$ cat config.mk
export PLATFORM = sky130hd
export DESIGN_NAME = count_enable_ctrl
export DESIGN_NICKNAME = d
export VERILOG_FILES = /design/src/rtl/count_enable_ctrl.sv
export SDC_FILE = /design/constraint.sdc
export NUM_CORES = 1
export LEC_CHECK = 0
export ABC_AREA = 1
export CORE_UTILIZATION = 48
export CTS_BUF_LIST = sky130_fd_sc_hd__clkbuf_8
export CTS_CLUSTER_SIZE = 12
export DETAILED_ROUTE_END_ITERATION = 10
export GPL_ROUTABILITY_DRIVEN = 0
export GPL_TIMING_DRIVEN = 0
export HOLD_SLACK_MARGIN = 0.03
export PLACE_DENSITY = 0.77
export SYNTH_ARGS = -nofsm -noshare
export SYNTH_HDL_FRONTEND = slang
export SYNTH_SLANG_ARGS = --single-unit
$ cat constraint.sdc
create_clock -name clk -period 1.4 [get_ports clk]
set_input_delay 0.42 -clock clk [delete_from_list [all_inputs] [get_ports clk]]
set_output_delay 0.42 -clock clk [all_outputs]
set_load 0.1 [all_outputs]
$ cat src/rtl/count_enable_ctrl.sv
// Enable generator for the modulo-N counter: free-run or counted bursts, one pulse every PRESCALE clocks.
// First pulse PRESCALE cycles after acceptance; burst_ready is the only handshake (low while RUN/BURST).
module count_enable_ctrl #(
  parameter int LEN_WIDTH = 4,
  parameter int PRESCALE  = 1,
  parameter int PS_WIDTH  = 8
) (
  input  logic                 clk,
  input  logic                 reset,
  input  logic                 run_start,
  input  logic                 run_stop,
  input  logic                 burst_req,
  input  logic [LEN_WIDTH-1:0] burst_len,
  output logic                 burst_ready,
  output logic                 enable,
  output logic                 busy,
  output logic                 done,
  output logic [LEN_WIDTH-1:0] remaining
);

  typedef enum logic [1:0] {IDLE, RUN, BURST} state_t;

  localparam logic [PS_WIDTH-1:0] PS_LAST = PS_WIDTH'(PRESCALE - 1);

  state_t               state, state_nxt;
  logic [PS_WIDTH-1:0]  ps_cnt, ps_nxt;
  logic [LEN_WIDTH-1:0] rem_nxt;
  logic                 done_nxt;
  logic                 ps_wrap;

  assign ps_wrap = (ps_cnt == PS_LAST);

  always_ff @(posedge clk) begin
    if (reset) begin
      state     <= IDLE;
      ps_cnt    <= '0;
      remaining <= '0;
      done      <= 1'b0;
    end else begin
      state     <= state_nxt;
      ps_cnt    <= ps_nxt;
      remaining <= rem_nxt;
      done      <= done_nxt;
    end
  end

  // ps_nxt defaults to 0 so the prescaler restarts on every entry into RUN/BURST.
  always_comb begin
    state_nxt = state;
    ps_nxt    = '0;
    rem_nxt   = remaining;
    done_nxt  = 1'b0;
    case (state)
      IDLE: begin
        if (run_start) begin
          if (!run_stop) state_nxt = RUN;
        end else if (burst_req) begin
          if (burst_len != '0) begin
            state_nxt = BURST;
            rem_nxt   = burst_len;
          end else begin
            done_nxt = 1'b1;
          end
        end
      end
      RUN: begin
        if (run_stop) begin
          state_nxt = IDLE;
          done_nxt  = 1'b1;
        end else begin
          ps_nxt = ps_wrap ? '0 : ps_cnt + PS_WIDTH'(1);
        end
      end
      BURST: begin
        if (run_stop || (ps_wrap && remaining == LEN_WIDTH'(1))) begin
          state_nxt = IDLE;
          rem_nxt   = '0;
          done_nxt  = 1'b1;
        end else begin
          ps_nxt = ps_wrap ? '0 : ps_cnt + PS_WIDTH'(1);
          if (ps_wrap) rem_nxt = remaining - LEN_WIDTH'(1);
        end
      end
      default: begin
        state_nxt = IDLE;
        rem_nxt   = '0;
      end
    endcase
  end

  // Outputs decode registered state only: no combinational path from inputs.
  always_comb begin
    busy        = (state == RUN) || (state == BURST);
    burst_ready = (state == IDLE);
    enable      = busy && ps_wrap;
  end

endmodule

# Word-level counts from Yosys, hierarchy flattened

Index checks and enable logic that the tools add are counted.

Input bits: 9
Logic and storage cells: 51
Flip-flop bits (word level): 15

Bitwise operators: 1
$add $sub $neg: 2
Reductions and logical operators: 9
Multiplexer cells: 23
Equal/unequal tests: 12

Operator list:

| operator                                              | number |
|---|---|
| 2-to-1 mux 8 bit                                      | 3 |
| 2-to-1 mux 4 bit                                      | 5 |
| case mux 8 bit (2 select lines)                       | 1 |
| 2-to-1 mux 2 bit                                      | 6 |
| case mux 4 bit (3 select lines)                       | 1 |
| AND reduction 5 bit                                   | 2 |
| inequality test 3 bit, second input constant          | 3 |
| adder 8 x 1 -> 8 bit, second input constant           | 1 |
| zero test 8 bit                                       | 1 |
| inequality test 2 bit, second input constant          | 4 |
| case mux 2 bit (3 select lines)                       | 1 |
| 2-to-1 mux 1 bit                                      | 5 |
| == test 4 x 1 -> 1 bit, second input constant         | 1 |
| nonzero test 4 bit                                    | 1 |
| subtractor 4 x 1 -> 4 bit, second input constant      | 1 |
| inequality test 3 x 2 -> 1 bit, second input constant | 1 |
| case mux 1 bit (3 select lines)                       | 1 |
| == test 2 x 1 -> 1 bit, second input constant         | 1 |
| == test 2 bit, second input constant                  | 1 |
| logical AND 1 bit                                     | 2 |
| zero test 2 bit                                       | 1 |
| logical OR 1 bit                                      | 2 |
| inequality test 2 x 1 -> 1 bit, second input constant | 1 |
| inverter 1 bit                                        | 1 |

# Longest topological paths before layout

Depth after elaboration: 5
Mapped depth: 11
Mapped depth without buffers: 10

# Worst setup path before layout

Ideal clock, no wire load.

Path kind: flip-flop to output port
From: reg state[0]
To: out enable
Path slack: -1,709 ps
Required time: 980 ps
Cell stages (with the launch flop): 5
Path buffers: 0
Data arrival time: 2,689 ps
Path through: dfxtp_1 > inv_1 > ha_1 > inv_1 > nor2_1

Cells in the longest elaborated chain, start to end: 3
Elaborated cells between the ends (all ways): 4
Those cells by class: 2 x eq/ne; 2 x reduce/logical

Ends and longest elaborated chain:

| what                                                    | RTL line | RTL |
|---|---|---|
| start, declared                                         | 25       | `state_t state, state_nxt;` |
| start signal, assigned                                  | 40       | `state <= state_nxt;` |
| == test 2 x 1 -> 1 bit or == test 2 bit (tied branches) | 93       | `busy = (state == RUN) \|\| (state == BURST);` |
| logical OR 1 bit *                                      | 93       |  |
| named net busy                                          | 16       | `output logic busy,` |
| logical AND 1 bit *                                     | 95       | `enable = busy && ps_wrap;` |
| end, declared                                           | 15       | `output logic enable,` |

Mark *: on every way through the listed nets, which the timed path passes. The rest lies on a longest branch.

# Worst setup path in the final report

From: reg ps_cnt[1]
To: out enable

Cells in the longest elaborated chain, start to end: 2

Ends and longest elaborated chain:

| what                   | RTL line | RTL |
|---|---|---|
| start, declared        | 26       | `logic [PS_WIDTH-1:0] ps_cnt, ps_nxt;` |
| start signal, assigned | 41       | `ps_cnt <= ps_nxt;` |
| zero test 8 bit        | 31       | `assign ps_wrap = (ps_cnt == PS_LAST);` |
| logical AND 1 bit      | 95       |  |

No other way between the ends.

==> parameters.txt <==
Parameter                              Value

Outcome
  Run status    finished with violations
  Violations in the final reports    setup timing

Power and ir drop
  Leakage power figure    0.707 nW
  Relative contribution of sequential cells to total power    0.171
  Peak supply drop    3170 uV
  Fraction of power consumed by the clock network    0.111
  Total power    3.34 mW
  Gate power share    0.718
  Switching power summed over all nets    1.76 mW
  Cell internal pwr    1.58 mW
  Fraction of power spent switching nets    0.527
  Power Dens Cells    2150 mW/mm^2

Layout
  Antenna Diode Count    0
  Layout cells sized above 1    0.413
  Area delta synth->final    59.3%
  Leading cell type in the layout, fill and taps excluded    nand2_1
  Final Net Count    197
  Most frequent cells in the layout    36 x nand2_1, 19 x nor2_1, 16 x buf_4, 9 x inv_1, 8 x dfxtp_2

Worst setup path
  Worst path required time    980 ps
  Capture point of the worst reg-to-reg path    remaining[0]$_SDFFE_PP0P_
  Worst reg2reg path depth    12
  Critical Path AT    1360 ps
  Critical path peak fanout    2
  Kind of start point of the critical path    flop
  Type of destination of the critical path    output pin
  Setup slack of the most critical reg-to-reg path    -270 ps
  Critical setup path kind    flop to output pin
  Startpoint of the worst-slack reg-to-reg timing path    ps_cnt[1]$_SDFF_PP0_

STA
  Worst Clk Skew    7.28 ps
  Peak Freq    562 MHz
  Final hold violation count    0
  Setup violation total in the final timing report    15
  Final worst path period share    1.27
  Final number of max-transition violations    0
  Final critical delay including setup and external delays    1780 ps
  Worst setup slack after layout    -378 ps
  Slew HR    0.736
  Actual slew at the worst max-slew pin    396 ps
  RSZ-0062 raised after global routing    yes

Placement
  I/O Buffers    16
  Setup slack at placement    -1140 ps
  HPWL after DPL    1690 um

CTS
  Number of levels the H-tree was split into    1
  TritonCTS clock tree    done
  Clock buffers created by TritonCTS    3
  Maximum buffer depth of the clock tree    2
  Number of hold buffers added after CTS    0
  Worst-skew pair later-pin latency    250 ps
  Clock-pin transition on the worst setup and hold timing paths    70 ps
  CTS root buf    clkbuf_8
  TritonCTS sink count    15

Detailed routing
  Post-DRT Antenna Nets    0
  Vias    1,112
  Initial DRT Pass Iterations    4
  Final wirelength    3340 um
  Post-DR wirelength/cell    16.4 um
  Remaining routing DRC violations    0
  Drt via density    5.45
  Iteration-0 DRC count of the detailed router    45

Yosys
  Share of the synthesized area in the top cell type    0.309
  Flip-flop and latch count after synthesis    15
  Warnings, synthesis    0
  Post-synthesis instance area    972 sq um
  Sequential cell area fraction in the yosys report    0.309
  Instance count of the mapped netlist    145
  Synth Net Count    162
  Most area-hungry cell type in the Yosys netlist    dfxtp_1
  Synth top area cells    dfxtp_1 31%, nand2_1 15%, ha_1 10%, nor2_1 9.7%, inv_1 6.2%
  Distinct cells, synth    24
  Average footprint of a synthesized cell    6.70 sq um

GRT
  Global-route wire length before repair    3820 um
  Total overflow reported by the global router    0
  Maximum number of pins on one net before global-route repair    11
  Number of global-route vias before repair    899
  Initial antenna violation count    0
  Total Routing Usage GR    0.248

Die
  Number of top-level pins    17
  Die area    0.00221 sq mm
  FP Rows    15
  Effective utilization at floorplan    0.534
  Core region area    0.00182 sq mm
  Height of the die    47.0 um
  X dimension of the die    47.0 um

Min path
  Sink of the worst hold path    ps_cnt[0]$_SDFF_PP0_
  Source of the worst hold timing path    ps_cnt[0]$_SDFF_PP0_
  Class of the worst hold path    flop to flop
  Number of stages on the worst hold path    2

Flow run
  Max-cap violations    0
[synthesized netlist by cell type]
library cell	n
a21oi_1	6
a31oi_1	1
buf_6	1
clkbuf_1	1
clkinv_1	1
dfxtp_1	15
ha_1	8
inv_1	16
inv_2	1
nand2_1	39
nand2_2	1
nand2_4	1
nand3_1	7
nand4_1	6
nor2_1	25
nor2_4	1
nor3_1	3
nor3_2	1
nor3b_1	4
o2111ai_1	1
or2_0	1
or2_2	1
xnor2_1	1
xor2_1	3
[routing by layer]
metal,vias to the layer above,global-route usage,share of wire
li1,531,-,-
met1,534,0.310,0.42
met2,41,0.450,0.52
met3,6,0.0346,0.042
met4,0,0.0571,0.014
met5,-,0,0
[power groups by stage]
stage	Sequential [mW]	Combinational, mW	Clock (mW)
global placement	0.582	1.80	0
global route	0.576	2.50	0.384
floorplan	0.850	1.27	0
CTS	0.569	2.24	0.360
detailed placement	0.588	1.82	0
finish	0.571	2.39	0.371
[state kept, by name, summed over array words and instances, names as in the netlist]
register   cells
done           1
ps_cnt         8
remaining      4
state          2
[timing repair]
| action | 4_1_cts | 5_1_grt |
|---|---|---|
| setup endpoints to repair | 22 | 15 |
| gates cloned | 0 | 0 |
| pin swaps | 11 | 4 |
| buffers inserted | 13 | 2 |
| gates resized for setup | 75 | 23 |
[worst max path at each step]
stage,start,depth (start not counted),end
finish,ps_cnt[1]$_SDFF_PP0_,7,enable
global route,ps_cnt[3]$_SDFF_PP0_,6,enable
CTS,ps_cnt[1]$_SDFF_PP0_,7,enable
detailed placement,ps_cnt[0]$_SDFF_PP0_,7,enable
global placement,ps_cnt[0]$_SDFF_PP0_,7,enable
floorplan,state[0]$_SDFFE_PP0P_,4,enable
[metrics by stage]
step | instance area, sq um | TNS, ps | utilization | cells | hold WS [ps]
after detailed placement | 1240 | -10890 | 0.681 | 186 | 437
after floorplan | 1050 | -1710 | - | 145 | 417
after global placement | 1240 | -10040 | 0.681 | 186 | 430
after CTS | 1450 | -1100 | 0.796 | 202 | 500
after global routing | 1550 | -3380 | 0.851 | 204 | 519
final | 1550 | -2480 | 0.851 | 204 | 507
[cells by family after synthesis]
| logic type | Yosys count | share of synthesized area |
|---|---|---|
| AND/OR/NAND/NOR | 90 | 0.421 |
| AO/OA/AOI/OAI | 8 | 0.0463 |
| buffers and inverters | 20 | 0.0849 |
| XOR/XNOR | 4 | 0.0360 |
| flip-flops | 15 | 0.309 |
| adder cells (fa/ha/maj) | 8 | 0.103 |
[critical path: stages (launching register included)]
cell,delay [ps]
dfxtp_2,330
inv_2,80
ha_4,140
nand2_2,60
nor2_4,130
nand2_4,80
nor2_4,110
buf_12,180
[area by class of cell]
class / count / area, sq um
Fill cell: 104 / 272
Timing Repair Buffer: 31 / 314
Clock inverter: 1 / 5.00
Clock buffer: 3 / 41.3
Multi-Input combinational cell: 110 / 753
Inverter: 18 / 75.1
Sequential cell: 15 / 318
Tap cell: 25 / 31.3
Buffer: 1 / 11.3
(Power assumes the default switching activity.)
